==> src/rtl/data_mem_access.sv <==
// Data-side AXI4 master for the RV32I core: one single-beat load or store at a time,
// with lane steering for stores and sign/zero extension for loads.
module data_mem_access #(
    parameter int unsigned C_M_AXI_THREAD_ID_WIDTH = 1,
    parameter int unsigned C_M_AXI_ADDR_WIDTH      = 32,
    parameter int unsigned C_M_AXI_DATA_WIDTH      = 32,
    parameter int unsigned C_M_AXI_AWUSER_WIDTH    = 1,
    parameter int unsigned C_M_AXI_ARUSER_WIDTH    = 1,
    parameter int unsigned C_M_AXI_WUSER_WIDTH     = 4,
    parameter int unsigned C_M_AXI_RUSER_WIDTH     = 4,
    parameter int unsigned C_M_AXI_BUSER_WIDTH     = 1
) (
    input  logic                               CLK,
    input  logic                               RST,
    input  logic                               REQ_VALID,
    input  logic                               REQ_WE,
    input  logic [2:0]                         REQ_FUNCT3,
    input  logic [C_M_AXI_ADDR_WIDTH-1:0]      REQ_ADDR,
    input  logic [C_M_AXI_DATA_WIDTH-1:0]      REQ_WDATA,
    output logic                               MEM_WAIT,
    output logic                               RESP_VALID,
    output logic [C_M_AXI_DATA_WIDTH-1:0]      RESP_RDATA,
    output logic                               RESP_ERR,
    output logic [C_M_AXI_THREAD_ID_WIDTH-1:0] M_AXI_AWID,
    output logic [C_M_AXI_ADDR_WIDTH-1:0]      M_AXI_AWADDR,
    output logic [7:0]                         M_AXI_AWLEN,
    output logic [2:0]                         M_AXI_AWSIZE,
    output logic [1:0]                         M_AXI_AWBURST,
    output logic                               M_AXI_AWLOCK,
    output logic [3:0]                         M_AXI_AWCACHE,
    output logic [2:0]                         M_AXI_AWPROT,
    output logic [3:0]                         M_AXI_AWQOS,
    output logic [C_M_AXI_AWUSER_WIDTH-1:0]    M_AXI_AWUSER,
    output logic                               M_AXI_AWVALID,
    input  logic                               M_AXI_AWREADY,
    output logic [C_M_AXI_DATA_WIDTH-1:0]      M_AXI_WDATA,
    output logic [C_M_AXI_DATA_WIDTH/8-1:0]    M_AXI_WSTRB,
    output logic                               M_AXI_WLAST,
    output logic [C_M_AXI_WUSER_WIDTH-1:0]     M_AXI_WUSER,
    output logic                               M_AXI_WVALID,
    input  logic                               M_AXI_WREADY,
    input  logic [C_M_AXI_THREAD_ID_WIDTH-1:0] M_AXI_BID,
    input  logic [1:0]                         M_AXI_BRESP,
    input  logic [C_M_AXI_BUSER_WIDTH-1:0]     M_AXI_BUSER,
    input  logic                               M_AXI_BVALID,
    output logic                               M_AXI_BREADY,
    output logic [C_M_AXI_THREAD_ID_WIDTH-1:0] M_AXI_ARID,
    output logic [C_M_AXI_ADDR_WIDTH-1:0]      M_AXI_ARADDR,
    output logic [7:0]                         M_AXI_ARLEN,
    output logic [2:0]                         M_AXI_ARSIZE,
    output logic [1:0]                         M_AXI_ARBURST,
    output logic                               M_AXI_ARLOCK,
    output logic [3:0]                         M_AXI_ARCACHE,
    output logic [2:0]                         M_AXI_ARPROT,
    output logic [3:0]                         M_AXI_ARQOS,
    output logic [C_M_AXI_ARUSER_WIDTH-1:0]    M_AXI_ARUSER,
    output logic                               M_AXI_ARVALID,
    input  logic                               M_AXI_ARREADY,
    input  logic [C_M_AXI_THREAD_ID_WIDTH-1:0] M_AXI_RID,
    input  logic [C_M_AXI_DATA_WIDTH-1:0]      M_AXI_RDATA,
    input  logic [1:0]                         M_AXI_RRESP,
    input  logic                               M_AXI_RLAST,
    input  logic [C_M_AXI_RUSER_WIDTH-1:0]     M_AXI_RUSER,
    input  logic                               M_AXI_RVALID,
    output logic                               M_AXI_RREADY
);

    localparam logic [2:0] IDLE    = 3'd0;
    localparam logic [2:0] RD_ADDR = 3'd1;
    localparam logic [2:0] RD_DATA = 3'd2;
    localparam logic [2:0] WR_REQ  = 3'd3;
    localparam logic [2:0] WR_RESP = 3'd4;
    localparam logic [2:0] DONE    = 3'd5;

    logic [2:0]  state_q, state_d;
    logic [31:0] addr_q, addr_d;
    logic [2:0]  funct3_q, funct3_d;
    logic [31:0] wdata_q, wdata_d;
    logic [3:0]  wstrb_q, wstrb_d;
    logic        ar_valid_q, ar_valid_d;
    logic        r_ready_q, r_ready_d;
    logic        aw_valid_q, aw_valid_d;
    logic        w_valid_q, w_valid_d;
    logic        b_ready_q, b_ready_d;
    logic        resp_valid_q, resp_valid_d;
    logic [31:0] resp_rdata_q, resp_rdata_d;
    logic        resp_err_q, resp_err_d;

    logic        misaligned;
    logic [31:0] st_data;
    logic [3:0]  st_strb;
    logic [7:0]  ld_byte;
    logic [15:0] ld_half;
    logic [31:0] ld_ext;
    logic        aw_done;
    logic        w_done;
    logic        unused;

    assign unused = ^{M_AXI_BID, M_AXI_BUSER, M_AXI_RID, M_AXI_RLAST, M_AXI_RUSER};

    // Alignment check on the incoming request; unsupported funct3 is rejected the same way
    always_comb begin
        misaligned = 1'b1;
        case (REQ_FUNCT3)
            3'b000, 3'b100: misaligned = 1'b0;
            3'b001, 3'b101: misaligned = REQ_ADDR[0];
            3'b010:         misaligned = |REQ_ADDR[1:0];
            default:        misaligned = 1'b1;
        endcase
    end

    // Store lane steering: replicate the datum and enable only its byte lanes
    always_comb begin
        st_data = REQ_WDATA;
        st_strb = 4'b1111;
        case (REQ_FUNCT3[1:0])
            2'b00: begin
                st_data = {4{REQ_WDATA[7:0]}};
                st_strb = 4'b0001 << REQ_ADDR[1:0];
            end
            2'b01: begin
                st_data = {2{REQ_WDATA[15:0]}};
                st_strb = 4'b0011 << {REQ_ADDR[1], 1'b0};
            end
            default: ;
        endcase
    end

    // Load extraction from the returned beat using the latched offset and size
    always_comb begin
        ld_byte = M_AXI_RDATA[{addr_q[1:0], 3'b000} +: 8];
        ld_half = addr_q[1] ? M_AXI_RDATA[31:16] : M_AXI_RDATA[15:0];
        case (funct3_q)
            3'b000:  ld_ext = {{24{ld_byte[7]}}, ld_byte};
            3'b001:  ld_ext = {{16{ld_half[15]}}, ld_half};
            3'b100:  ld_ext = {24'd0, ld_byte};
            3'b101:  ld_ext = {16'd0, ld_half};
            default: ld_ext = M_AXI_RDATA;
        endcase
    end

    assign aw_done = !aw_valid_q || M_AXI_AWREADY;
    assign w_done  = !w_valid_q  || M_AXI_WREADY;

    // Next-state and next-output logic
    always_comb begin
        state_d      = state_q;
        addr_d       = addr_q;
        funct3_d     = funct3_q;
        wdata_d      = wdata_q;
        wstrb_d      = wstrb_q;
        ar_valid_d   = ar_valid_q;
        r_ready_d    = r_ready_q;
        aw_valid_d   = aw_valid_q;
        w_valid_d    = w_valid_q;
        b_ready_d    = b_ready_q;
        resp_valid_d = 1'b0;
        resp_rdata_d = resp_rdata_q;
        resp_err_d   = resp_err_q;
        case (state_q)
            IDLE: begin
                if (REQ_VALID) begin
                    addr_d   = REQ_ADDR;
                    funct3_d = REQ_FUNCT3;
                    wdata_d  = st_data;
                    wstrb_d  = st_strb;
                    if (misaligned) begin
                        state_d      = DONE;
                        resp_valid_d = 1'b1;
                        resp_rdata_d = 32'd0;
                        resp_err_d   = 1'b1;
                    end else if (REQ_WE) begin
                        state_d    = WR_REQ;
                        aw_valid_d = 1'b1;
                        w_valid_d  = 1'b1;
                    end else begin
                        state_d    = RD_ADDR;
                        ar_valid_d = 1'b1;
                    end
                end
            end
            RD_ADDR: begin
                if (M_AXI_ARREADY) begin
                    ar_valid_d = 1'b0;
                    r_ready_d  = 1'b1;
                    state_d    = RD_DATA;
                end
            end
            RD_DATA: begin
                if (M_AXI_RVALID) begin
                    r_ready_d    = 1'b0;
                    resp_valid_d = 1'b1;
                    resp_rdata_d = ld_ext;
                    resp_err_d   = (M_AXI_RRESP != 2'b00);
                    state_d      = DONE;
                end
            end
            WR_REQ: begin
                // Address and data handshakes complete independently, in any order
                if (aw_valid_q && M_AXI_AWREADY) aw_valid_d = 1'b0;
                if (w_valid_q && M_AXI_WREADY)   w_valid_d  = 1'b0;
                if (aw_done && w_done) begin
                    b_ready_d = 1'b1;
                    state_d   = WR_RESP;
                end
            end
            WR_RESP: begin
                if (M_AXI_BVALID) begin
                    b_ready_d    = 1'b0;
                    resp_valid_d = 1'b1;
                    resp_rdata_d = 32'd0;
                    resp_err_d   = (M_AXI_BRESP != 2'b00);
                    state_d      = DONE;
                end
            end
            DONE:    state_d = IDLE;
            default: state_d = IDLE;
        endcase
    end

    always_ff @(posedge CLK or negedge RST) begin
        if (!RST) begin
            state_q      <= IDLE;
            addr_q       <= 32'd0;
            funct3_q     <= 3'd0;
            wdata_q      <= 32'd0;
            wstrb_q      <= 4'd0;
            ar_valid_q   <= 1'b0;
            r_ready_q    <= 1'b0;
            aw_valid_q   <= 1'b0;
            w_valid_q    <= 1'b0;
            b_ready_q    <= 1'b0;
            resp_valid_q <= 1'b0;
            resp_rdata_q <= 32'd0;
            resp_err_q   <= 1'b0;
        end else begin
            state_q      <= state_d;
            addr_q       <= addr_d;
            funct3_q     <= funct3_d;
            wdata_q      <= wdata_d;
            wstrb_q      <= wstrb_d;
            ar_valid_q   <= ar_valid_d;
            r_ready_q    <= r_ready_d;
            aw_valid_q   <= aw_valid_d;
            w_valid_q    <= w_valid_d;
            b_ready_q    <= b_ready_d;
            resp_valid_q <= resp_valid_d;
            resp_rdata_q <= resp_rdata_d;
            resp_err_q   <= resp_err_d;
        end
    end

    // Stall holds the pipeline until the completion cycle
    assign MEM_WAIT   = REQ_VALID && (state_q != DONE);
    assign RESP_VALID = resp_valid_q;
    assign RESP_RDATA = resp_rdata_q;
    assign RESP_ERR   = resp_err_q;

    assign M_AXI_AWID    = '0;
    assign M_AXI_AWADDR  = {addr_q[31:2], 2'b00};
    assign M_AXI_AWLEN   = 8'd0;
    assign M_AXI_AWSIZE  = 3'b010;
    assign M_AXI_AWBURST = 2'b01;
    assign M_AXI_AWLOCK  = 1'b0;
    assign M_AXI_AWCACHE = 4'b0011;
    assign M_AXI_AWPROT  = 3'd0;
    assign M_AXI_AWQOS   = 4'd0;
    assign M_AXI_AWUSER  = '0;
    assign M_AXI_AWVALID = aw_valid_q;
    assign M_AXI_WDATA   = wdata_q;
    assign M_AXI_WSTRB   = wstrb_q;
    assign M_AXI_WLAST   = 1'b1;
    assign M_AXI_WUSER   = '0;
    assign M_AXI_WVALID  = w_valid_q;
    assign M_AXI_BREADY  = b_ready_q;

    assign M_AXI_ARID    = '0;
    assign M_AXI_ARADDR  = {addr_q[31:2], 2'b00};
    assign M_AXI_ARLEN   = 8'd0;
    assign M_AXI_ARSIZE  = 3'b010;
    assign M_AXI_ARBURST = 2'b01;
    assign M_AXI_ARLOCK  = 1'b0;
    assign M_AXI_ARCACHE = 4'b0011;
    assign M_AXI_ARPROT  = 3'd0;
    assign M_AXI_ARQOS   = 4'd0;
    assign M_AXI_ARUSER  = '0;
    assign M_AXI_ARVALID = ar_valid_q;
    assign M_AXI_RREADY  = r_ready_q;

endmodule

==> config.mk <==
export PLATFORM = sky130hd
export DESIGN_NAME = data_mem_access
export DESIGN_NICKNAME = d
export VERILOG_FILES = /design/src/rtl/data_mem_access.sv
export SDC_FILE = /design/constraint.sdc
export NUM_CORES = 1
export LEC_CHECK = 0
export ABC_AREA = 0
export CORE_MARGIN = 4
export CORE_UTILIZATION = 43
export CTS_CLUSTER_DIAMETER = 120
export DETAILED_ROUTE_END_ITERATION = 10
export HOLD_SLACK_MARGIN = 0.06
export PLACE_DENSITY = 0.95
export SLEW_MARGIN = 20
export SYNTH_ARGS = -nofsm -noshare
export SYNTH_HDL_FRONTEND = slang
export SYNTH_SLANG_ARGS = --single-unit
==> constraint.sdc <==
create_clock -name CLK -period 2.76 [get_ports CLK]
set_input_delay 0.414 -clock CLK [delete_from_list [all_inputs] [get_ports CLK]]
set_output_delay 0.414 -clock CLK [all_outputs]
set_load 0.01 [all_outputs]
Word-level counts from Yosys, hierarchy flattened. Index checks and enable logic that the tools add are counted.

Register bits: 113. Input port bits: 120. Output and inout bits: 199. Logic and storage cells: 116.

Equality and inequality tests: 24. Shift-type cells: 3. Mux-type cells: 46. Reductions and logical operators: 30.

Operator list (number): 2-to-1 mux 32 bit (4); case mux 32 bit (4 select lines) (1); case mux 32 bit (3 select lines) (1); case mux 32 bit (2 select lines) (1); variable part select 32 x 6 -> 8 bit (1); AND reduction 5 bit (5); != test 2 bit (second input constant) (11); 2-to-1 mux 1 bit (21); 2-to-1 mux 3 bit (6); 2-to-1 mux 16 bit (1); equality test 3 bit (second input constant) (5); case mux 3 bit (5 select lines) (1); nonzero test 2 bit (6); case mux 1 bit (2 select lines) (5); equality test 3 x 1 -> 1 bit (second input constant) (3); equality test 3 x 2 -> 1 bit (second input constant) (3); zero test 3 bit (3); case mux 1 bit (3 select lines) (3); case mux 4 bit (2 select lines) (1); AND reduction 3 bit (2); OR reduction 2 bit (3); logical AND 1 bit (4); left shift 1 x 2 -> 4 bit (first input constant) (1); left shift 2 x 2 -> 4 bit (first input constant) (1); 8 further kinds (10).

Longest topological paths before layout. Gate-level depths: netlist of run 1.

Depth in word-level cells: 6. Mapped depth: 6. Gate-level depth less buffers: 4.

Worst setup path before layout of run 1. No wires, ideal clock.

Path kind: reg2reg. From: reg state_q[0]. To: reg resp_rdata_q[13] (netlist: RESP_RDATA[13]). Setup time: 126 ps. Data arrival time: 1702 ps. Data required time: 2634 ps. Path slack: 932 ps. Cell stages (with the launch flop): 6. Buffers on the path: 2. Clock period less this slack: 1828 ps. Path through: dfrtp_1 clkbuf_1 nor4_4 a22oi_2 buf_4 a221o_1.

Word-level cells in the longest chain between the ends: 3. Elaborated cells on any way between the ends: 10. Those cells by class: eq/ne: 6; mux: 1; reduce/logical: 3.

Ends and longest elaborated chain: start, declared (RTL line 75) `logic [2:0] state_q, state_d;`; start signal, assigned (RTL line 237) `state_q <= state_d;`; equality test 3 x 2 -> 1 bit (tied with other cells) (RTL line 160) `case (state_q)`; != test 2 bit (no line) or nonzero test 3 bit (tied branches); AND reduction 5 bit (no line); end signal, assigned (RTL line 248) `resp_rdata_q <= resp_rdata_d;`; end, declared (RTL line 86) `logic [31:0] resp_rdata_q, resp_rdata_d;`.

Several ways; a longest one is shown, not always the timed one. A chain may end at the register's enable or synchronous reset.

Final worst setup path of run 1.
From: reg state_q[1]. To: out MEM_WAIT.

Word-level cells in the longest chain between the ends: 2.

Ends and longest elaborated chain: != test 3 bit (RTL line 254) `assign MEM_WAIT = REQ_VALID && (state_q != DONE);`; logical AND 1 bit (RTL line 254); end, declared (RTL line 20) `output logic MEM_WAIT,`.

Every way passes these cells.

==> reports/results.txt, run 1 <==
HP Start = M_AXI_WDATA[21]
Die Wd = 127 µm
Pwr Density = 1120 nW/µm²
Final instance area = 8750 µm²
Slowest CP cell = dfrtp_1
Outcome = complete, no violations
Tot GR Track Use = 21.1%
Detailed-route wire length per cell = 16.8 µm
Commonest non-fill, non-tap cells in the layout = 246 x clkdlybuf4s50_1, 154 x nand2_1, 113 x dfrtp_1
CP Capture Type = primary output
Clock Tree Buf Depth = 2
Asr flop ratio synth = 100%
Beginning of the critical path = state_q[1]
Largest net degree at the start of global routing = 68
Ys Warns = 0
Reg2Reg Depth = 4
Vias/cell = 4.98
Drc violations = 0
Area post-placement = 8070 µm²
Share of cells above drive strength 1 = 6.37%
Period utilisation layout = 86.4%
Antenna violations before repair = 1
Hpwl dp = 13.0 mm
Most common cell after layout, fill and taps aside = clkdlybuf4s50_1
Die area = 16,200 µm²
Clock share of power = 25.3%
First-pass GRT wire length = 26.7 mm
Switching Share = 34.2%
Post-Synthesis Cells = 653
Drt first pass iters = 5
#FFs+latches synth = 113
R2R Path End = RESP_RDATA[29]
Least-Margin Pin Slew = 1110 ps
Vias in the first global route = 5,185
Final WL = 17.3 mm
VDD IR max = 0.000614 V
Reg-to-Reg Start = state_q[1]
Critical Path, Cell by Cell = inv_1, a31oi_1, clkdlybuf4s50_1
Synth cell types = 45
Clock period minus worst slack = 2380 ps
Post-layout nets = 955
Seq/Total Area, Yosys = 46.3%
I/O Pins = 319
Setup crit end = MEM_WAIT
Critical Path AT = 1970 ps
Clk slew on worst S/H paths = 50 ps
Setup Buffers After CTS = 0
Most used flip-flop cell after synthesis = dfrtp_1
EDFF count, synth = 0
Max-cap violations = 0
Fin Setup TNS = 0 ps
Routed Antenna Nets = 0
Mapped Area = 6110 µm²
Die Ht = 127 µm
Layout Utilization = 63.1%
Tightest Hold Check Type = reg -> reg
Leak Pwr = 4.02 nW
CTS Hold Bufs = 1
Largest stage delay, worst path = 600 ps
Startpoint Class = flop
CP Max Fanout = 13
Psw = 3.35 mW
Std-Cell Core Area = 13,900 µm²
Clk Latency, worst-skew pair = 420 ps
Final Hold Fails = 0
CTS Buf Count = 17
TritonCTS clock tree = yes
Clk sinks = 113
Register share of total power = 30.8%
Count of input and output buffers = 247
Initial DRC Count = 301
Grt total ovfl = 0
Worst endpoint required time = 2350 ps
Final Skew = 12.5 ps
Num rows = 43
Effective utilization at floorplan = 44.0%
Mean Syn Cell Area = 9.36 µm²
Routed via count = 5,126
Pins Over Slew Limit = 0
Max H-tree Level = 4
Fmax achieved = 419 MHz
Cell internal pwr = 6.43 mW
Setup violations, final = 0
RD Place Congestion = 0.839
Area growth syn-to-layout = 43.3%
R2r setup slk = 430 ps
RSZ-0062 raised after global routing = false
Post-CTS sizing = 0
Clk root buf = clkbuf_16
Comb pwr share = 44.0%
Crit path kind = reg -> out
Worst slew margin = 25.8%
==> area by class of cell <==
class / instances / area [µm²]
fill: 1101 / 5130
inverter: 16 / 60.1
antenna: 1 / 2.50
timing repair buffer: 260 / 2580
clock buffer: 20 / 467
sequential: 113 / 2830
clock inverter: 12 / 203
multi-input combinational: 427 / 2380
tap: 180 / 225
==> flip-flops by register name, indices dropped and copies added (netlist names), 3 cells and up <==
| name | flops |
|---|---|
| M_AXI_WDATA | 32 |
| RESP_RDATA | 32 |
| addr_q | 32 |
| M_AXI_WSTRB | 4 |
| funct3_q | 3 |
| state_q | 3 |
==> metal layers <==
metal	vias to the layer above	share of wire, %	GRT usage (%)
met5	-	0	0
met4	0	2.9	9.46
met3	36	9.3	7.40
met2	268	50	35.7
met1	2430	38	24.0
li1	2392	-	-
==> power by group through the flow <==
stage	sequential [mW]	combinational [mW]	clock [mW]
floorplan	3.07	2.39	0
global placement	2.98	4.20	0
detailed placement	3.02	4.32	0
CTS	3.01	4.34	2.50
global route	3.12	4.62	2.59
finish	3.01	4.30	2.47
==> worst min-delay path by stage <==
stage / slack (ps) / depth (start not counted) / end
2_1_floorplan: 120 / 0 / M_AXI_ARVALID
3_5_place_dp: 450 / 1 / addr_q[15]
5_1_grt: 520 / 3 / addr_q[6]
4_1_cts: 480 / 2 / M_AXI_WDATA[21]
3_3_place_gp: 440 / 1 / addr_q[15]
6_report: 480 / 2 / M_AXI_WDATA[21]
==> logic make-up (layout without fill, tap and decap cells) <==
kind of cell | count (synthesis) | count (layout) | synth area share, %
buffers and inverters | 174 | 308 | 18.4
DFF | 113 | 113 | 46.3
and+or+nand+nor | 200 | 200 | 13.8
other | 2 | 64 | 0.123
muxes | 49 | 49 | 8.33
AOI/OAI and AO/OA | 115 | 115 | 13.0
==> critical path, delay by kind of cell, from the launching register on <==
family	cells	cell delay, ps
DFF	1	600
buffers and inverters	2	760
AOI/OAI and AO/OA	1	200
==> through the flow <==
step | setup WS, ps | hold slack, ps | instances | power, mW
3_3_place_gp | 289 | 439 | 995 | 7.18
6_report | 376 | 475 | 1029 | 9.78
3_5_place_dp | 170 | 447 | 995 | 7.34
2_1_floorplan | 932 | 118 | 714 | 5.46
5_1_grt | 232 | 516 | 1029 | 10.3
4_1_cts | 382 | 481 | 1028 | 9.85
==> synthesized netlist by cell type, types with 2 or more instances <==
library cell,instances,share of area [%]
nor3_1,2,0.16
a221oi_1,2,0.29
o22ai_1,2,0.20
o21bai_1,2,0.25
a21oi_1,14,1.1
mux2i_1,43,7.0
a221o_1,22,3.6
o21ai_0,44,3.6
nor2_1,16,0.98
o221ai_1,7,1.0
clkbuf_1,27,1.7
conb_1,2,0.12
a31oi_1,8,0.82
nand2_1,154,9.5
buf_4,124,15
dfrtp_1,113,46
nor2b_1,8,0.82
inv_1,16,0.98
buf_2,6,0.49
mux2_2,5,0.92
nand2b_1,10,1.0
nand4_1,3,0.31
Note: power is estimated with default switching activity, not from simulation.
==> run 2: changes to the inputs <==
Settings changed: GPL_ROUTABILITY_DRIVEN from default to 0.
==> results of run 2 <==
No change in the layout: final DEF, timing and power equal those of run 1.
